## src/rtl/fp_norm_pkg.sv

```systemverilog
// Shared types, width constants and helper functions for the FP
// normalize/round post-processing stage.
package fp_norm_pkg;

  // Default operating format is IEEE single precision with three
  // guard/round/sticky bits below the mantissa LSB.
  localparam int DEFAULT_EW = 8;
  localparam int DEFAULT_MW = 23;
  localparam int DEFAULT_RB = 3;

  // Derived widths for the default format.
  localparam int FLOAT_W = DEFAULT_EW + DEFAULT_MW + 1;
  localparam int SUM_W   = DEFAULT_MW + DEFAULT_RB + 2;
  localparam int EXP_T_W = DEFAULT_EW + 2;

  // Format-independent width offsets: one sign bit per operand, a hidden
  // bit plus a carry bit on the summed mantissa, and two extra bits on the
  // working exponent so it can go negative or past all-ones.
  localparam int SIGN_BITS        = FLOAT_W - DEFAULT_EW - DEFAULT_MW;
  localparam int SUM_EXTRA_BITS   = SUM_W - DEFAULT_MW - DEFAULT_RB;
  localparam int EXP_GUARD_BITS   = EXP_T_W - DEFAULT_EW;

  typedef struct packed {
    logic zero;
    logic inf;
    logic qnan;
    logic snan;
  } class_flags_t;

  // Classify an operand from pre-reduced field properties so the function
  // stays independent of the exponent/mantissa widths. E4M3 has no
  // infinities and a single NaN encoding (all ones).
  function automatic class_flags_t classify(
    input logic exp_zero,
    input logic exp_ones,
    input logic mant_zero,
    input logic mant_msb,
    input logic mant_ones,
    input logic is_e4m3
  );
    class_flags_t flags;
    flags = '0;
    flags.zero = exp_zero & mant_zero;
    if (is_e4m3) begin
      flags.qnan = exp_ones & mant_ones;
    end else begin
      flags.inf  = exp_ones & mant_zero;
      flags.qnan = exp_ones & mant_msb;
      flags.snan = exp_ones & ~mant_msb & ~mant_zero;
    end
    return flags;
  endfunction

  // Round-to-nearest-even increment decision: round up above the halfway
  // point, and at exactly halfway only when the kept LSB is odd.
  function automatic logic round_nearest_even(
    input logic guard,
    input logic sticky,
    input logic lsb
  );
    return guard & (sticky | lsb);
  endfunction

endpackage

```

## src/rtl/fp_norm_round_unit_if.sv

```systemverilog
// Bundles the transaction inputs and registered results of the
// normalize/round stage. The datapath drives through master, the stage
// itself sits on slave.
interface fp_norm_round_unit_if
  import fp_norm_pkg::*;
#(
  parameter int EXPONENT_WIDTH = DEFAULT_EW,
  parameter int MANTISSA_WIDTH = DEFAULT_MW,
  parameter int ROUNDING_BITS  = DEFAULT_RB
);

  localparam int EW = EXPONENT_WIDTH;
  localparam int MW = MANTISSA_WIDTH;
  localparam int RB = ROUNDING_BITS;

  logic                          in_valid;
  logic [EW+MW+SIGN_BITS-1:0]    a;
  logic [EW+MW+SIGN_BITS-1:0]    b;
  logic [MW+RB+SUM_EXTRA_BITS-1:0] sum_mantissa;
  logic [EW-1:0]                 base_exponent;

  logic                          out_valid;
  logic                          a_is_zero;
  logic                          a_is_inf;
  logic                          a_is_qnan;
  logic                          a_is_snan;
  logic                          b_is_zero;
  logic                          b_is_inf;
  logic                          b_is_qnan;
  logic                          b_is_snan;
  logic [EW-1:0]                 res_exponent;
  logic [MW-1:0]                 res_mantissa;
  logic                          overflow_flag;
  logic                          underflow_flag;
  logic                          zero_flag;

  modport master (
    output in_valid, a, b, sum_mantissa, base_exponent,
    input  out_valid,
    input  a_is_zero, a_is_inf, a_is_qnan, a_is_snan,
    input  b_is_zero, b_is_inf, b_is_qnan, b_is_snan,
    input  res_exponent, res_mantissa,
    input  overflow_flag, underflow_flag, zero_flag
  );

  modport slave (
    input  in_valid, a, b, sum_mantissa, base_exponent,
    output out_valid,
    output a_is_zero, a_is_inf, a_is_qnan, a_is_snan,
    output b_is_zero, b_is_inf, b_is_qnan, b_is_snan,
    output res_exponent, res_mantissa,
    output overflow_flag, underflow_flag, zero_flag
  );

endinterface

```

## src/rtl/fp_norm_round_unit_leading_one_detector.sv

```systemverilog
// Priority encoder returning the index of the most significant set bit.
module leading_one_detector #(
  parameter  int WIDTH = 28,
  localparam int POS_W = (WIDTH > 1) ? $clog2(WIDTH) : 1
) (
  input  logic [WIDTH-1:0] value,
  output logic [POS_W-1:0] position,
  output logic             has_leading_one
);

  // Ascending scan so the highest set bit is the last one to win.
  always_comb begin
    position        = '0;
    has_leading_one = 1'b0;
    for (int i = 0; i < WIDTH; i++) begin
      if (value[i]) begin
        position        = POS_W'(i);
        has_leading_one = 1'b1;
      end
    end
  end

endmodule

```

## src/rtl/fp_norm_round_unit.sv

```systemverilog
// Registered post-adder stage: classifies both operands, normalizes the
// raw summed mantissa around its leading one, rounds, and flags
// zero/underflow/overflow. Results appear one cycle after in_valid.
module fp_norm_round_unit
  import fp_norm_pkg::*;
#(
  parameter int EXPONENT_WIDTH   = DEFAULT_EW,
  parameter int MANTISSA_WIDTH   = DEFAULT_MW,
  parameter int ROUND_TO_NEAREST = 1,
  parameter int ROUNDING_BITS    = DEFAULT_RB
) (
  input logic                clk,
  input logic                rst,
  fp_norm_round_unit_if.slave bus
);

  localparam int EW      = EXPONENT_WIDTH;
  localparam int MW      = MANTISSA_WIDTH;
  localparam int RB      = ROUNDING_BITS;
  localparam int K       = MW + RB;
  localparam int SUM_WL  = MW + RB + SUM_EXTRA_BITS;
  localparam int EXP_TWL = EW + EXP_GUARD_BITS;
  localparam int POS_W   = (SUM_WL > 1) ? $clog2(SUM_WL) : 1;

  localparam logic                      IS_E4M3    = (EW == 4) && (MW == 3);
  localparam logic [EW-1:0]             EXP_ONES   = {EW{1'b1}};
  localparam logic signed [EXP_TWL-1:0] EXP_ONES_T = EXP_TWL'((1 << EW) - 1);

  // Operand fields; the sign bit never influences classification.
  logic [EW-1:0] a_exp;
  logic [MW-1:0] a_man;
  logic [EW-1:0] b_exp;
  logic [MW-1:0] b_man;
  logic [1:0]    unused_sign_bits;

  assign a_exp            = bus.a[EW+MW-1:MW];
  assign a_man            = bus.a[MW-1:0];
  assign b_exp            = bus.b[EW+MW-1:MW];
  assign b_man            = bus.b[MW-1:0];
  assign unused_sign_bits = {bus.a[EW+MW], bus.b[EW+MW]};

  class_flags_t a_class;
  class_flags_t b_class;

  assign a_class = classify(a_exp == '0, &a_exp, a_man == '0, a_man[MW-1], &a_man, IS_E4M3);
  assign b_class = classify(b_exp == '0, &b_exp, b_man == '0, b_man[MW-1], &b_man, IS_E4M3);

  logic [POS_W-1:0] lead_pos;
  logic             has_one;

  leading_one_detector #(
    .WIDTH (SUM_WL)
  ) u_lod (
    .value           (bus.sum_mantissa),
    .position        (lead_pos),
    .has_leading_one (has_one)
  );

  logic [SUM_WL-1:0]         norm;
  logic [POS_W-1:0]          shift_left;
  logic signed [EXP_TWL-1:0] exp_t;

  // Put the leading one at the hidden-bit position K. A carry out shifts
  // right by one and keeps the lost bit alive as sticky; otherwise shift
  // left to close the gap. The exponent tracks the move in signed width.
  always_comb begin
    shift_left = POS_W'(K) - lead_pos;
    if (lead_pos == POS_W'(K + 1)) begin
      norm    = bus.sum_mantissa >> 1;
      norm[0] = norm[0] | bus.sum_mantissa[0];
    end else begin
      norm = bus.sum_mantissa << shift_left;
    end
    exp_t = {{EXP_GUARD_BITS{1'b0}}, bus.base_exponent} + EXP_TWL'(lead_pos) - EXP_TWL'(K);
  end

  logic [MW-1:0]                 mant_pre;
  logic [RB-1:0]                 rbits;
  logic                          guard_bit;
  logic                          sticky_bit;
  logic [SUM_WL-K-1:0]           unused_norm_top;

  assign mant_pre        = norm[K-1:RB];
  assign rbits           = norm[RB-1:0];
  assign guard_bit       = rbits[RB-1];
  assign sticky_bit      = |rbits[RB-2:0];
  assign unused_norm_top = norm[SUM_WL-1:K];

  logic          round_up;
  logic [MW:0]   mant_inc;
  logic [EW-1:0] exp_inc;
  logic [EW-1:0] next_exponent;
  logic [MW-1:0] next_mantissa;
  logic          next_overflow;
  logic          next_underflow;
  logic          next_zero;

  // Choose the result in priority order: zero sum, underflow flush,
  // overflow saturate to inf, otherwise round; a rounding carry bumps the
  // exponent and may itself overflow into inf.
  always_comb begin
    round_up       = 1'b0;
    mant_inc       = '0;
    exp_inc        = '0;
    next_exponent  = '0;
    next_mantissa  = '0;
    next_overflow  = 1'b0;
    next_underflow = 1'b0;
    next_zero      = 1'b0;
    if (!has_one) begin
      next_zero = 1'b1;
    end else if (exp_t <= 0) begin
      next_underflow = 1'b1;
    end else if (exp_t >= EXP_ONES_T) begin
      next_overflow = 1'b1;
      next_exponent = EXP_ONES;
    end else begin
      if (ROUND_TO_NEAREST != 0) begin
        round_up = round_nearest_even(guard_bit, sticky_bit, mant_pre[0]);
      end
      mant_inc = {1'b0, mant_pre} + {{MW{1'b0}}, round_up};
      if (mant_inc[MW]) begin
        exp_inc       = exp_t[EW-1:0] + EW'(1);
        next_mantissa = '0;
        if (exp_inc == EXP_ONES) begin
          next_overflow = 1'b1;
        end
        next_exponent = exp_inc;
      end else begin
        next_exponent = exp_t[EW-1:0];
        next_mantissa = mant_inc[MW-1:0];
      end
    end
  end

  // Output registers: cleared by reset (which also drops any coincident
  // transaction), loaded on in_valid, held otherwise; out_valid simply
  // follows in_valid by one cycle.
  always_ff @(posedge clk) begin
    if (rst) begin
      bus.out_valid      <= 1'b0;
      bus.a_is_zero      <= 1'b0;
      bus.a_is_inf       <= 1'b0;
      bus.a_is_qnan      <= 1'b0;
      bus.a_is_snan      <= 1'b0;
      bus.b_is_zero      <= 1'b0;
      bus.b_is_inf       <= 1'b0;
      bus.b_is_qnan      <= 1'b0;
      bus.b_is_snan      <= 1'b0;
      bus.res_exponent   <= '0;
      bus.res_mantissa   <= '0;
      bus.overflow_flag  <= 1'b0;
      bus.underflow_flag <= 1'b0;
      bus.zero_flag      <= 1'b0;
    end else begin
      bus.out_valid <= bus.in_valid;
      if (bus.in_valid) begin
        bus.a_is_zero      <= a_class.zero;
        bus.a_is_inf       <= a_class.inf;
        bus.a_is_qnan      <= a_class.qnan;
        bus.a_is_snan      <= a_class.snan;
        bus.b_is_zero      <= b_class.zero;
        bus.b_is_inf       <= b_class.inf;
        bus.b_is_qnan      <= b_class.qnan;
        bus.b_is_snan      <= b_class.snan;
        bus.res_exponent   <= next_exponent;
        bus.res_mantissa   <= next_mantissa;
        bus.overflow_flag  <= next_overflow;
        bus.underflow_flag <= next_underflow;
        bus.zero_flag      <= next_zero;
      end
    end
  end

endmodule

```

## src/flat_wrapper.sv

```systemverilog
// flat-port wrapper written by rule: the top's interface ports become plain ports
module fp_norm_round_unit_flat import fp_norm_pkg::*;
#(
  parameter int EXPONENT_WIDTH   = DEFAULT_EW,
  parameter int MANTISSA_WIDTH   = DEFAULT_MW,
  parameter int ROUND_TO_NEAREST = 1,
  parameter int ROUNDING_BITS    = DEFAULT_RB
)
  (clk, rst, bus_in_valid, bus_a, bus_b, bus_sum_mantissa, bus_base_exponent, bus_out_valid, bus_a_is_zero, bus_a_is_inf, bus_a_is_qnan, bus_a_is_snan, bus_b_is_zero, bus_b_is_inf, bus_b_is_qnan, bus_b_is_snan, bus_res_exponent, bus_res_mantissa, bus_overflow_flag, bus_underflow_flag, bus_zero_flag);
  fp_norm_round_unit_if #(.EXPONENT_WIDTH(EXPONENT_WIDTH), .MANTISSA_WIDTH(MANTISSA_WIDTH), .ROUNDING_BITS(ROUNDING_BITS)) bus_i ();
  input logic clk;
  input logic rst;
  input wire logic [$bits(bus_i.in_valid)-1:0] bus_in_valid;
  input wire logic [$bits(bus_i.a)-1:0] bus_a;
  input wire logic [$bits(bus_i.b)-1:0] bus_b;
  input wire logic [$bits(bus_i.sum_mantissa)-1:0] bus_sum_mantissa;
  input wire logic [$bits(bus_i.base_exponent)-1:0] bus_base_exponent;
  output wire logic [$bits(bus_i.out_valid)-1:0] bus_out_valid;
  output wire logic [$bits(bus_i.a_is_zero)-1:0] bus_a_is_zero;
  output wire logic [$bits(bus_i.a_is_inf)-1:0] bus_a_is_inf;
  output wire logic [$bits(bus_i.a_is_qnan)-1:0] bus_a_is_qnan;
  output wire logic [$bits(bus_i.a_is_snan)-1:0] bus_a_is_snan;
  output wire logic [$bits(bus_i.b_is_zero)-1:0] bus_b_is_zero;
  output wire logic [$bits(bus_i.b_is_inf)-1:0] bus_b_is_inf;
  output wire logic [$bits(bus_i.b_is_qnan)-1:0] bus_b_is_qnan;
  output wire logic [$bits(bus_i.b_is_snan)-1:0] bus_b_is_snan;
  output wire logic [$bits(bus_i.res_exponent)-1:0] bus_res_exponent;
  output wire logic [$bits(bus_i.res_mantissa)-1:0] bus_res_mantissa;
  output wire logic [$bits(bus_i.overflow_flag)-1:0] bus_overflow_flag;
  output wire logic [$bits(bus_i.underflow_flag)-1:0] bus_underflow_flag;
  output wire logic [$bits(bus_i.zero_flag)-1:0] bus_zero_flag;
  assign bus_i.in_valid = bus_in_valid;
  assign bus_i.a = bus_a;
  assign bus_i.b = bus_b;
  assign bus_i.sum_mantissa = bus_sum_mantissa;
  assign bus_i.base_exponent = bus_base_exponent;
  assign bus_out_valid = bus_i.out_valid;
  assign bus_a_is_zero = bus_i.a_is_zero;
  assign bus_a_is_inf = bus_i.a_is_inf;
  assign bus_a_is_qnan = bus_i.a_is_qnan;
  assign bus_a_is_snan = bus_i.a_is_snan;
  assign bus_b_is_zero = bus_i.b_is_zero;
  assign bus_b_is_inf = bus_i.b_is_inf;
  assign bus_b_is_qnan = bus_i.b_is_qnan;
  assign bus_b_is_snan = bus_i.b_is_snan;
  assign bus_res_exponent = bus_i.res_exponent;
  assign bus_res_mantissa = bus_i.res_mantissa;
  assign bus_overflow_flag = bus_i.overflow_flag;
  assign bus_underflow_flag = bus_i.underflow_flag;
  assign bus_zero_flag = bus_i.zero_flag;
  fp_norm_round_unit #(.EXPONENT_WIDTH(EXPONENT_WIDTH), .MANTISSA_WIDTH(MANTISSA_WIDTH), .ROUND_TO_NEAREST(ROUND_TO_NEAREST), .ROUNDING_BITS(ROUNDING_BITS)) u_core (.clk(clk), .rst(rst), .bus(bus_i));
endmodule
```

## config.mk

```make
export PLATFORM = sky130hd
export DESIGN_NAME = fp_norm_round_unit_flat
export DESIGN_NICKNAME = d
export VERILOG_FILES = /design/src/rtl/fp_norm_pkg.sv /design/src/rtl/fp_norm_round_unit_if.sv /design/src/rtl/fp_norm_round_unit_leading_one_detector.sv /design/src/rtl/fp_norm_round_unit.sv /design/src/flat_wrapper.sv
export SDC_FILE = /design/constraint.sdc
export NUM_CORES = 1
export LEC_CHECK = 0
export CAP_MARGIN = 20
export CORE_UTILIZATION = 35
export CTS_CLUSTER_SIZE = 30
export DETAILED_ROUTE_END_ITERATION = 8
export GPL_TIMING_DRIVEN = 0
export PLACE_DENSITY = 0.63
export SETUP_SLACK_MARGIN = 0.2
export SLEW_MARGIN = 5
export SYNTH_ARGS = -nofsm -noshare
export SYNTH_HDL_FRONTEND = slang
export SYNTH_HIERARCHICAL = 1
export SYNTH_SLANG_ARGS = --single-unit
export TNS_END_PERCENT = 50
```

## constraint.sdc

```tcl
create_clock -name clk -period 4.5 [get_ports clk]
set_input_delay 0.675 -clock clk [delete_from_list [all_inputs] [get_ports clk]]
set_output_delay 0.675 -clock clk [all_outputs]
set_load 0.02 [all_outputs]
```

==> results.env, run 1 <==
MAX-CLOCK-PATH-BUFFERS=2
GRT_UTIL_MET1_PCT=38.5
DRIVE_ABOVE_1_SHARE_PCT=37.1
PART_OF_THE_CYCLE_THE_WORST_PATH_NEEDS_PCT=101
LARGEST_REGISTER='u_core/bus.res_mantissa'
DIE_AREA_SQ_UM=16300
SYNTH-EDFF-COUNT=0
MAXIMUM_NUMBER_OF_PINS_ON_ONE_NET_BEFORE_GLOBAL_ROUTE_REPAIR=15
GRT_UTIL_MET2_PCT=47.9
SYNTH_SIMPLE_GATE_AREA_SHARE_PCT=27.0
DOMINANTREGCELLSYNTH='dfxtp_1'
ROUTEDWLPERCELL_MICRONS=21.6
YS.WARNINGS.COUNT=6
CLKSLEWWORSTSETUPHOLDPATHS_PS=60
FIN_CRIT_PS=4520
CLOCK_LATENCY_PS=290
CLOCK_TREE_FROM_TRITONCTS='built'
WORST_PIN_SLEW_PS=549
REGISTER_AREA_SQ_UM=861
CP_MAX_FO=6
CLKSINKCOUNT=43
FILLERS=1324
STARTPOINT_TYPE='primary input'
SYNTH_XOR_AREA_SHARE_PCT=6.65
ROOT_BUFFER='clkbuf_16'
MAIN_COMBINATIONAL_CELL_FAMILY_BY_AREA_AFTER_SYNTHESIS='simple AND/OR/NAND/NOR gates'
RUN_STATUS='complete, but fails checks'
REG_TOP3='u_core/bus.res_mantissa (23), u_core/bus.res_exponent (8)'
SYNTH_COMPOUND_GATE_AREA_SHARE_PCT=23.4
ASYNCSETRESETFLOPFRACSYNTH_PCT=0
GLOBALROUTEMET3UTIL_PCT=3.73
AREA_GROWTH_PCT=68.1
GRT-BUSIEST-LAYER='met2'
GPL.FINAL_WEIGHTED_CONGESTION=0.981
SYNTHDISTINCTLIBCELLS=91
POSTROUTEWIRELENGTH_MICRONS=24200
CRITPATHMAXSTAGEDELAY_PS=530
IR_WORST_VDD_mV=0.145
PLACE_HPWL_MICRONS=17400
ENDPOINT_KIND='flop'
P_PER_AREA_nW_PER_UM2=241
P_TOTAL_W=0.00223
TIMING.CLOCK.SKEW_PS=0
SYNTH.YOSYS.SEQ_AREA_SHARE_PCT=15.6
PATH_DELAY_FAMILY='simple AND/OR/NAND/NOR gates'
CP.ARRIVAL_PS=4710
HOLD_SLACK_PS=463
RSZ0062_AT_GRT='true'
SETUP_VIOL_COUNT_FINAL=13
FLOORPLAN.INITIALDENSITY_PCT=36.1
HOLD_VIOLATIONS=0
CTS-BUFFERS-INSERTED=5
FINAL.SETUP.WORST_SLACK_PS=-24.1
WORSTHOLDPATHTYPE='flop to flop'
WORSTSETUPPATHTYPE='primary input to flop'
DETAILROUTE.VIA_COUNT=6749
ANT_NETS=0
PLACEABLECOREAREA_SQ_UM=15300
POST_SYNTHESIS_REGISTER_BIT_COUNT=43
CRITICAL-PATH-SLOWEST-CELL='mux4_2'
VIAS_PER_CELL=6.02
CHIPHEIGHT_MICRONS=127
CTSHTREEMAXLEVEL=2
SYNTHESIS.INSTANCES=656
SHARE_OF_SYNTHESIZED_CELL_AREA_IN_FULL_ADDER_HALF_ADDER_AND_MAJORITY_CELLS_PCT=4.68
FLIP_FLOP_COUNT_OF_THE_LARGEST_REGISTER_ALL_COPIES_AND_WORDS_ADDED=23
PATH_BUF_INV=7
FINAL_NET_COUNT=1033
LARGEST_AREA_CONTRIBUTOR_IN_THE_SYNTHESIZED_NETLIST='dfxtp_1'
FAILING_CHECKS='setup timing'
NUMBER_OF_GLOBAL_ROUTE_VIAS_BEFORE_REPAIR=6450
MAX_FCLK_MHz=221
FIRST_PASS_ITERS=5
HOLD_BUFFERS=0
MAXSLEWVIOLCOUNT=0
SYNTH_AREA_LEADERS='dfxtp_1, mux4_2, mux2_2, ha_1, nor2_1'
GRT_OVERFLOW_TOTAL=0
SYNTH_NETS=779
MULTI_INPUT_COMB_AREA_SQ_UM=5170
WORST_EP_REQUIRED_TIME_PS=4680
CAP_VIOLATIONS=0
POST_SYNTH_INSTANCE_AREA_SQ_UM=5510
MUXSHAREOFSYNTHAREA_PCT=16.1
YOSYS.AREA.TOP_TYPE_SHARE_PCT=15.6
ANTENNA_CELLS_INSERTED=0
WIRE_LENGTH_OF_THE_FIRST_GLOBAL_ROUTING_PASS_MICRONS=36100
CELLLEAKAGEPOWER_nW=3.53
MAX_SLEW_MARGIN_PCT=63.4
PORT-BUFFER-COUNT=143
DIE_W_MICRONS=127
GLOBAL_ROUTE_USAGE_OVER_ALL_LAYERS_PCT=28.8
FLOORPLAN.ROWS=45
DETAILEDROUTE.FIRSTITERATIONVIOLATIONS=556
GRT_ANTENNA_BEFORE_REPAIR=0
REMAINING_DRC_ERRORS=0
CRIT_CHAIN='buf_12 > or3_1 > o211ai_1 > o211ai_1 > buf_4 > ha_4 > buf_8 > buf_8 > buf_12 > mux2i_4 > mux4_2 > a221o_1 > nor4_4 > nand4_4 > nor4_4 > nor3_4 > buf_4 > clkbuf_16 > a22o_1'
POST_SYNTH.CELL_AREA_AVG_SQ_UM=8.40
BOUNDARYPINS=146
==> kinds of logic (layout without fill, tap and decap cells) <==
logic type | Yosys count | in the layout
mux | 60 | 60
simple gates | 268 | 268
flops | 43 | 43
buf+inv | 64 | 319
xor+xnor | 35 | 35
compound gates | 166 | 166
fa+ha+maj | 20 | 20
==> layout by cell type, fill, tap and decap left out, types with 6 or more instances in the layout <==
master / count
nor3_2: 9
clkbuf_16: 7
nor3_1: 23
nand2b_1: 10
nand2_1: 43
buf_2: 11
inv_1: 24
mux2_2: 19
buf_12: 9
a22o_1: 23
dfxtp_1: 43
o21ai_0: 15
clkdlybuf4s50_1: 117
o21bai_1: 6
clkbuf_1: 6
nand3_1: 19
a21oi_1: 21
buf_4: 99
buf_6: 21
xor2_1: 10
nor2_1: 45
nand4_1: 10
a22oi_1: 7
nor2b_1: 8
nor4_1: 19
nor2_4: 7
buf_8: 7
mux2i_1: 12
xnor2_1: 14
ha_1: 13
mux4_2: 14
nor4_4: 7
o211ai_1: 6
==> path summary, 6_finish.rpt <==
path,to,slack [ps],depth (start not counted),from
max reg2reg,u_core/bus.res_exponent[2]$_SDFFE_PP0P_,3340,4,u_core/bus.res_exponent[2]$_SDFFE_PP0P_
max,u_core/bus.res_mantissa[10]$_SDFFE_PP0P_,-20,19,bus_sum_mantissa[23]
min,u_core/bus.a_is_zero$_SDFFE_PP0P_,460,2,u_core/bus.a_is_zero$_SDFFE_PP0P_
min reg2reg,u_core/bus.a_is_zero$_SDFFE_PP0P_,460,2,u_core/bus.a_is_zero$_SDFFE_PP0P_
==> stage by stage <==
stage               setup slack (ps)  utilization [%]  setup TNS, ps  area (sq um)  instances
global placement               -2050             47.5         -61360          7250       1010
finish                         -24.1             60.7           -252          9270       1122
global route                    -112             60.7          -1850          9270       1122
detailed placement             -2030             47.5         -60250          7250       1010
floorplan                       -125                -          -1330          5550        656
CTS                             57.0             56.5              0          8620       1085
==> what timing repair did <==
action,4_1_cts,5_1_grt
setup buffers,65,35
gates cloned,2,2
resized for setup,266,91
pin swaps,49,62
setup endpoints to repair,33,33
==> per-layer routing <==
layer / routed length, microns / vias to the layer above
li1: - / 3073
met4: 554 / 0
met5: 0 / -
met1: 10200 / 3292
met3: 1790 / 42
met2: 11600 / 342
==> tightest hold or removal path: stages (launching register included) <==
cell and delay (ps):
dfxtp_1 310, nand2_1 60, a21oi_1 50
==> report_power, final <==
part / leakage, nW / total, W / internal (W) / switching, W
sequential: 0.350 / 0.000414 / 0.000403 / 0.0000110
clock: 0.0838 / 0.000412 / 0.000262 / 0.000150
combinational: 3.09 / 0.00141 / 0.000675 / 0.000731
total: 3.53 / 0.00223 / 0.00134 / 0.000892
==> cell type report <==
type                       count  share of cell area [%]
multi-input combinational    549                    55.8
timing repair buffer         247                    25.3
sequential                    43                    9.29
buffer                        36                    3.74
tap                          211                    2.85
clock buffer                   5                    1.35
inverter                      28                    1.20
clock inverter                 3                   0.473
==> Yosys cell counts (all sizes together), types with 4 or more instances <==
cell / count
a31oi: 6
or3: 4
o211a: 4
nor2b: 10
a21oi: 27
xor2: 17
buf: 25
mux4: 19
nor4: 31
o2111ai: 4
a221oi: 5
nor2: 57
o211ai: 6
a211oi: 7
nand4: 12
a22oi: 7
nand2b: 10
dfxtp: 43
nand3b: 5
ha: 19
a22o: 24
or4: 4
and2: 4
mux2i: 18
mux2: 23
a32o: 5
clkbuf: 11
o31ai: 4
nor4b: 5
and3: 5
o21ai: 23
a2111oi: 6
o21bai: 6
nand3: 23
nand2: 46
inv: 28
xnor2: 18
nor3b: 5
a32oi: 5
nor3: 37
Power figures use the tool's default switching activity.
==> run 2: changes to the inputs <==
--- a/config.mk
+++ b/config.mk
@@ -5,11 +5,10 @@
 export SDC_FILE = /design/constraint.sdc
 export NUM_CORES = 1
 export LEC_CHECK = 0
-export CAP_MARGIN = 20
 export CORE_UTILIZATION = 35
 export CTS_CLUSTER_SIZE = 30
 export DETAILED_ROUTE_END_ITERATION = 8
-export GPL_TIMING_DRIVEN = 0
+export GPL_TIMING_DRIVEN = 1
 export PLACE_DENSITY = 0.63
 export SETUP_SLACK_MARGIN = 0.2
 export SLEW_MARGIN = 5
==> run 2 against run 1 <==
  * The flow still finishes with violations (setup timing)
  * Core utilization grew 5.6 points
  * Combinational power grew 8%
  * Total power grew 2.4%
  * Setup slack lost 110 ps
  * Hold slack gained 8.5 ps
  * Register-to-register slack is essentially flat
  * Sequential share of layout area shrank 0.78 points
  * Clock skew is the same
  * Maximum frequency shrank 2.4%
  * Highest routed layer unchanged
==> results.env, run 2 (synthesized netlist as in run 1, its figures left out) <==
WORST_EP_REQUIRED_TIME_PS=4680  # about the same
CRIT_CHAIN='buf_2 > nor2_2 > o31ai_2 > a2111oi_2 > buf_4 > o21ai_4 > ha_4 > buf_12 > buf_8 > mux2i_1 > mux4_2 > buf_4 > nor3_4 > o32ai_4 > a211oi_4 > nand2_2 > nor4_4 > nor3_4 > buf_6 > bufbuf_16 > a22o_1'
FINAL_NET_COUNT=1169  # +13%
HOLD_BUFFERS=0  # unchanged
PART_OF_THE_CYCLE_THE_WORST_PATH_NEEDS_PCT=103  # +2.5 points
FINAL-INSTANCE-COUNT-EXCL-FILL=1258  # +12%
MOST_FREQUENT_STANDARD_CELL_IN_THE_LAYOUT_EXCLUDING_FILL_AND_TAP_CELLS='buf_4'
DIE_W_MICRONS=127  # unchanged
VIAS_PER_CELL=5.67  # -5.7%
DIE_AREA_SQ_UM=16300  # unchanged
FINAL.SETUP.WORST_SLACK_PS=-137  # -113 ps
POSTROUTEWIRELENGTH_MICRONS=25300  # +4.6%
FIRST_PASS_ITERS=5  # unchanged
RSZ0062_AT_GRT='true'
FLOORPLAN.INITIALDENSITY_PCT=36.1  # unchanged
FINAL_CORE_UTILIZATION_PCT=66.3  # +5.6 points
FLOORPLAN.ROWS=45  # unchanged
CLOCK_LATENCY_PS=280  # about the same
MOST-COMMON-LAYOUT-CELLS='buf_4, clkdlybuf4s50_1, nor2_1'
GRT_ANTENNA_BEFORE_REPAIR=0  # unchanged
REG_TOP3='u_core/bus.res_mantissa (23), u_core/bus.res_exponent (8)'
PATH_BUF_INV=7  # unchanged
CELLLEAKAGEPOWER_nW=4.19  # +19%
BOUNDARYPINS=146  # unchanged
FAILING_CHECKS='setup timing'
NUMPLACEDINSTANCES=1194  # +18%
PATH_DELAY_FAMILY='compound AO/OA/AOI/OAI gates'
GRT_OVERFLOW_TOTAL=0  # unchanged
RUN_STATUS='complete, but fails checks'
MAX_FCLK_MHz=216  # -2.4%
PLACE_HPWL_MICRONS=19500  # +12%
FIN_CRIT_PS=4640  # +113 ps
FINAL_CELL_AREA_SQ_UM=10100  # +9.2%
FLIP_FLOP_COUNT_OF_THE_LARGEST_REGISTER_ALL_COPIES_AND_WORDS_ADDED=23  # unchanged
STARTPOINT_TYPE='primary input'
WIRE_LENGTH_OF_THE_FIRST_GLOBAL_ROUTING_PASS_MICRONS=39100  # +8.3%
AGGREGATE_NEGATIVE_SETUP_SLACK_PS=-1330  # -1080 ps
CTSHTREEMAXLEVEL=2  # unchanged
IR_WORST_VDD_mV=0.169  # +16%
MAXIMUM_NUMBER_OF_PINS_ON_ONE_NET_BEFORE_GLOBAL_ROUTE_REPAIR=24  # +9
CLKSINKCOUNT=43  # unchanged
WORST_PIN_SLEW_PS=536  # -12.8 ps
SETUP_VIOL_COUNT_FINAL=24  # +11
P_PER_AREA_nW_PER_UM2=226  # -6.2%
ANTENNA_CELLS_INSERTED=0  # unchanged
DRIVE_ABOVE_1_SHARE_PCT=42.7  # +5.6 points
ROUTEDWLPERCELL_MICRONS=20.1  # -6.7%
DETAILROUTE.VIA_COUNT=7138  # +5.8%
DETAILEDROUTE.FIRSTITERATIONVIOLATIONS=605  # +8.8%
CRITPATHMAXSTAGEDELAY_PS=510  # -20 ps
FILLERS=1249  # -5.7%
HOLD_VIOLATIONS=0  # unchanged
CHIPHEIGHT_MICRONS=127  # unchanged
DETAILED_PLACE.AREA_SQ_UM=8680  # +20%
CLKSLEWWORSTSETUPHOLDPATHS_PS=60  # about the same
WORSTHOLDPATHTYPE='flop to flop'
TIMING.CLOCK.SKEW_PS=0  # unchanged
MAX-CLOCK-PATH-BUFFERS=2  # unchanged
MAX_SLEW_MARGIN_PCT=63.9  # +0.48 points
CTS-BUFFERS-INSERTED=5  # unchanged
CP.ARRIVAL_PS=4810  # +100 ps
CRITICAL-PATH-SLOWEST-CELL='mux4_2'
WORSTSETUPPATHTYPE='primary input to flop'
MAXSLEWVIOLCOUNT=0  # unchanged
LARGEST_REGISTER='u_core/bus.res_mantissa'
REMAINING_DRC_ERRORS=0  # unchanged
NUMBER_OF_GLOBAL_ROUTE_VIAS_BEFORE_REPAIR=7034  # +9.1%
REGISTER_AREA_SQ_UM=861  # unchanged
ROOT_BUFFER='clkbuf_16'
PORT-BUFFER-COUNT=143  # unchanged
GPL.FINAL_WEIGHTED_CONGESTION=0.948  # -3.4%
ENDPOINT_KIND='flop'
CP_MAX_FO=8  # +2
GLOBAL_ROUTE_USAGE_OVER_ALL_LAYERS_PCT=30.9  # +2.1 points
MULTI_INPUT_COMB_AREA_SQ_UM=4970  # -4.0%
CAP_VIOLATIONS=0  # unchanged
ANT_NETS=0  # unchanged
PLACEABLECOREAREA_SQ_UM=15300  # unchanged
CLOCK_TREE_FROM_TRITONCTS='built'
AREA_GROWTH_PCT=83.5
HOLD_SLACK_PS=472  # +8.51 ps
## run 2: cell type report
cell class	count	area share (%)
multi-input combinational	550	49.1
timing repair buffer	418	37.4
sequential	43	8.51
tap	211	2.61
clock buffer	6	1.27
inverter	28	1.04
clock inverter	2	0.124
## run 2: stage by stage
step / setup WS [ps] / power (W)
after floorplan: -125 / 0.00106
after global placement: -920 / 0.00168
after detailed placement: -1070 / 0.00169
after CTS: -12.3 / 0.00221
after global routing: -275 / 0.00240
final: -137 / 0.00228
## run 2: per-layer routing
metal	GRT usage [%]	part of all wire (%)
met5	0	0
met4	5.67	1.9
met3	3.31	5.5
met2	52.9	48
met1	42.1	44
## run 2: final timing paths
path | from | end | slack [ps] | cells past startpoint
setup reg to reg | u_core/bus.res_exponent[2]$_SDFFE_PP0P_ | u_core/bus.res_exponent[2]$_SDFFE_PP0P_ | 3350 | 4
hold reg to reg | u_core/bus.underflow_flag$_SDFFE_PP0P_ | u_core/bus.underflow_flag$_SDFFE_PP0P_ | 470 | 2
hold / removal | u_core/bus.underflow_flag$_SDFFE_PP0P_ | u_core/bus.underflow_flag$_SDFFE_PP0P_ | 470 | 2
setup / recovery | bus_sum_mantissa[2] | u_core/bus.res_mantissa[12]$_SDFFE_PP0P_ | -140 | 21
## run 2: where the power goes
part,switching [W],internal [W],total [W]
clock network,0.000144,0.000205,0.000349
logic,0.000734,0.000786,0.00152
registers,0.0000122,0.000404,0.000416
## run 2: repair_timing
item                                    CTS  global route
pin swaps                                28            16
endpoints found under the setup margin   33            32
cloned                                    6             0
setup buffers                            42             8
resized for setup                       191            53
## run 2: worst register-to-register path, cell delays in order (launching register included)
cell,delay [ps]
dfxtp_1,340
nor2b_1,270
nor3b_1,80
and3_1,180
nor4_1,190
==> run 3: changes to the inputs <==
--- a/config.mk
+++ b/config.mk
@@ -5,12 +5,13 @@
 export SDC_FILE = /design/constraint.sdc
 export NUM_CORES = 1
 export LEC_CHECK = 0
+export ABC_AREA = 1
 export CORE_UTILIZATION = 35
 export CTS_CLUSTER_SIZE = 30
 export DETAILED_ROUTE_END_ITERATION = 8
 export GPL_TIMING_DRIVEN = 1
-export PLACE_DENSITY = 0.63
-export SETUP_SLACK_MARGIN = 0.2
+export PLACE_DENSITY = 0.61
+export SETUP_SLACK_MARGIN = 0.02
 export SLEW_MARGIN = 5
 export SYNTH_ARGS = -nofsm -noshare
 export SYNTH_HDL_FRONTEND = slang
==> constraint.sdc (replaced) <==
create_clock -name clk -period 5.3 [get_ports clk]
set_input_delay 0.795 -clock clk [delete_from_list [all_inputs] [get_ports clk]]
set_output_delay 0.795 -clock clk [all_outputs]
set_load 0.02 [all_outputs]
==> run 3 against run 2 <==
  * The flow now finishes without violations
  * Setup slack improved by 670 ps
  * Combinational power fell by 46%
  * Core utilization fell by 15 points
  * Sequential power fell by 16%
  * Hold slack got worse by 10 ps
  * Register-to-register slack improved by 1300 ps
  * Critical path type unchanged
==> results.env, run 3 <==
ANT_NETS=0  # unchanged
WORST_EP_REQUIRED_TIME_PS=5430  # +750 ps
ANTENNA_CELLS_INSERTED=0  # unchanged
AGGREGATE_NEGATIVE_SETUP_SLACK_PS=0  # +1330 ps
SYNTH_SIMPLE_GATE_AREA_SHARE_PCT=55.6  # +29 points
SYNTH_NETS=1054  # +35%
FLOORPLAN.INITIALDENSITY_PCT=36.5  # +0.34 points
MOST_FREQUENT_STANDARD_CELL_IN_THE_LAYOUT_EXCLUDING_FILL_AND_TAP_CELLS='nand2_1'
POST_SYNTH.CELL_AREA_AVG_SQ_UM=5.78  # -31%
WORSTHOLDPATHCELLS=2  # unchanged
GLOBAL_ROUTE_USAGE_OVER_ALL_LAYERS_PCT=23.4  # -7.6 points
IR_WORST_VDD_mV=0.124  # -27%
FINAL-INSTANCE-COUNT-EXCL-FILL=1304  # +3.7%
DETAILEDROUTE.FIRSTITERATIONVIOLATIONS=484  # -20%
PART_OF_THE_CYCLE_THE_WORST_PATH_NEEDS_PCT=89.9
CP.ARRIVAL_PS=4900  # +90 ps
DIE_AREA_SQ_UM=15900  # -2.4%
TIMING.CLOCK.SKEW_PS=0  # unchanged
CHIPHEIGHT_MICRONS=126  # -1.2%
SHARE_OF_SYNTHESIZED_CELL_AREA_IN_FULL_ADDER_HALF_ADDER_AND_MAJORITY_CELLS_PCT=4.79  # +0.12 points
LARGEST_REGISTER='u_core/bus.res_mantissa'
SYNTH-EDFF-COUNT=0  # unchanged
PLACEABLECOREAREA_SQ_UM=14800  # -3.3%
CLOCK_LATENCY_PS=290  # about the same
AREA_GROWTH_PCT=41.7
CRITPATHMAXSTAGEDELAY_PS=430  # -80 ps
MAXSLEWVIOLCOUNT=0  # unchanged
POST_SYNTHESIS_REGISTER_BIT_COUNT=43  # unchanged
STARTPOINT='bus_sum_mantissa[4]'
RR_STARTPOINT='u_core/bus.res_mantissa[16]$_SDFFE_PP0P_'
POST_SYNTH_INSTANCE_AREA_SQ_UM=5380  # -2.4%
HOLD_VIOLATIONS=0  # unchanged
SYNTHTOPCELLSBYCOUNT='nand2_1, nand3_1, inv_1'
RSZ0062_AT_GRT='false'
HOLD_SLACK_PS=462  # -9.99 ps
MUXSHAREOFSYNTHAREA_PCT=0  # -16 points
PLACE_HPWL_MICRONS=14800  # -24%
SYNTHESIS.INSTANCES=931  # +42%
YOSYS.AREA.TOP_TYPE_SHARE_PCT=21.4  # +5.8 points
REG2REG_TO='u_core/bus.res_mantissa[16]$_SDFFE_PP0P_'
DETAILROUTE.VIA_COUNT=6558  # -8.1%
SYNTH_XOR_AREA_SHARE_PCT=3.26  # -3.4 points
CRITICAL-PATH-TOP-CELL-BY-COUNT='nand2_1'
MAX_FCLK_MHz=210
MAIN_COMBINATIONAL_CELL_FAMILY_BY_AREA_AFTER_SYNTHESIS='simple AND/OR/NAND/NOR gates'
SYNTHDISTINCTLIBCELLS=45  # -51%
MAX_SLEW_MARGIN_PCT=41.9  # -22 points
TIMING.HOLD.WORST.START='u_core/bus.res_mantissa[9]$_SDFFE_PP0P_'
WORSTSETUPPATHTYPE='primary input to flop'
FLOORPLAN.ROWS=44  # -2.2%
ROOT_BUFFER='clkbuf_16'
GRT_ANTENNA_BEFORE_REPAIR=0  # unchanged
GRT_OVERFLOW_TOTAL=0  # unchanged
POSTROUTEWIRELENGTH_MICRONS=18300  # -28%
CTSHTREEMAXLEVEL=2  # unchanged
HOLD_BUFFERS=0  # unchanged
VIAS_PER_CELL=5.03  # -11%
WORSTREGTOREGCELLS=4  # unchanged
ENDPOINT_KIND='flop'
FIRST_PASS_ITERS=5  # unchanged
CLKSLEWWORSTSETUPHOLDPATHS_PS=60  # about the same
YS.WARNINGS.COUNT=6  # unchanged
PORT-BUFFER-COUNT=143  # unchanged
WORST_PIN_SLEW_PS=872  # +336 ps
REMAINING_DRC_ERRORS=0  # unchanged
SYNTH.YOSYS.SEQ_AREA_SHARE_PCT=16.0  # +0.39 points
RUN_STATUS='complete, no violations'
P_PER_AREA_nW_PER_UM2=193  # -15%
ROUTEDWLPERCELL_MICRONS=14.0  # -30%
MAXIMUM_NUMBER_OF_PINS_ON_ONE_NET_BEFORE_GLOBAL_ROUTE_REPAIR=44  # +83%
DRIVE_ABOVE_1_SHARE_PCT=15.4  # -27 points
CTS-BUFFERS-INSERTED=5  # unchanged
STARTPOINT_TYPE='primary input'
HOLD_END='u_core/bus.res_mantissa[9]$_SDFFE_PP0P_'
NUMBER_OF_GLOBAL_ROUTE_VIAS_BEFORE_REPAIR=6167  # -12%
CRITICAL-PATH-SLOWEST-CELL='clkdlybuf4s50_1'
MAX-CLOCK-PATH-BUFFERS=2  # unchanged
REG2REG_SLACK_PS=4610  # +1260 ps
CLKSINKCOUNT=43  # unchanged
SETUP_VIOL_COUNT_FINAL=0  # -100%
BOUNDARYPINS=146  # unchanged
DIE_W_MICRONS=126  # -1.2%
LARGEST_AREA_CONTRIBUTOR_IN_THE_SYNTHESIZED_NETLIST='nand2_1'
DOMINANTREGCELLSYNTH='dfxtp_1'
ASYNCSETRESETFLOPFRACSYNTH_PCT=0  # unchanged
FILLERS=1559  # +25%
SYNTH_AREA_LEADERS='nand2_1, dfxtp_1, nand3_1, inv_1, nor2_1'
SYNTHMOSTINSTANTIATEDCELL='nand2_1'
FINAL_NET_COUNT=1242  # +6.2%
REG_TOP3='u_core/bus.res_mantissa (23), u_core/bus.res_exponent (8)'
CP_MAX_FO=9  # +1
GPL.FINAL_WEIGHTED_CONGESTION=0.893  # -5.8%
CAP_VIOLATIONS=0  # unchanged
MOST-COMMON-LAYOUT-CELLS='nand2_1, nand3_1, clkdlybuf4s50_1'
WORSTHOLDPATHTYPE='flop to flop'
FLIP_FLOP_COUNT_OF_THE_LARGEST_REGISTER_ALL_COPIES_AND_WORDS_ADDED=23  # unchanged
SYNTH_COMPOUND_GATE_AREA_SHARE_PCT=8.47  # -15 points
WIRE_LENGTH_OF_THE_FIRST_GLOBAL_ROUTING_PASS_MICRONS=30300  # -23%
NUMPLACEDINSTANCES=1287  # +7.8%
FIN_CRIT_PS=4770
CELLLEAKAGEPOWER_nW=3.49  # -17%
CLOCK_TREE_FROM_TRITONCTS='built'
-- run 3: worst max-delay path by stage --
stage	slack, ps	end
final	530	u_core/bus.res_mantissa[11]$_SDFFE_PP0P_
after global routing	40	u_core/bus.res_mantissa[16]$_SDFFE_PP0P_
after CTS	330	u_core/bus.res_mantissa[14]$_SDFFE_PP0P_
after detailed placement	40	u_core/bus.res_mantissa[14]$_SDFFE_PP0P_
after global placement	30	u_core/bus.res_mantissa[14]$_SDFFE_PP0P_
after floorplan	1030	u_core/bus.res_mantissa[14]$_SDFFE_PP0P_
-- run 3: power breakdown --
part	leakage [nW]	internal [W]	switching (W)
Clock	0.0669	0.000174	0.000127
Sequential	0.350	0.000342	0.00000818
Combinational	3.07	0.000343	0.000478
-- run 3: logic make-up (layout without fill, tap and decap cells) --
group                      Yosys count  after routing
DFF                                 43             43
xor gates and xnor gates            20             20
AOI/OAI and AO/OA                   74             74
buffers and inverters              131            319
and+or+nand+nor                    643            644
adders and majority gates           20             20
-- run 3: what timing repair did --
action                     4_1_cts  5_1_grt
gates resized for setup          0       24
setup endpoints to repair        0       31
buffers inserted                 0        8
-- run 3: layer usage --
layer	vias to the layer above	part of all wire [%]	track usage, %
li1	3447	-	-
met1	2904	49	33.2
met2	184	45	37.7
met3	23	5.3	2.89
met4	0	1.5	4.61
met5	-	0	0
-- run 3: cell type report --
| cell class | count | area (sq um) | share of cell area, % |
|---|---|---|---|
| Clock inverter | 2 | 12.5 | 0.164 |
| Timing Repair Buffer | 216 | 2030 | 26.6 |
| Inverter | 95 | 389 | 5.11 |
| Clock buffer | 6 | 129 | 1.69 |
| Tap cell | 184 | 230 | 3.02 |
| Sequential cell | 43 | 861 | 11.3 |
| Multi-Input combinational cell | 758 | 3970 | 52.1 |
-- run 3: through the flow --
step / worst slack [ps] / utilization [%] / cell area, sq um / power (W)
3_3_place_gp: 25.1 / 49.5 / 7300 / 0.00115
6_report: 533 / 51.6 / 7620 / 0.00147
2_1_floorplan: 1030 / - / 5380 / 0.000853
4_1_cts: 334 / 50.4 / 7440 / 0.00146
5_1_grt: 41.3 / 51.6 / 7620 / 0.00159
3_5_place_dp: 35.4 / 49.5 / 7300 / 0.00115
-- run 3: critical path, delay by kind of cell --
kind,cells,cell delay (ps)
compound gates,5,650
xor+xnor,1,160
fa+ha+maj,3,870
buf+inv,9,1350
simple gates,14,1080
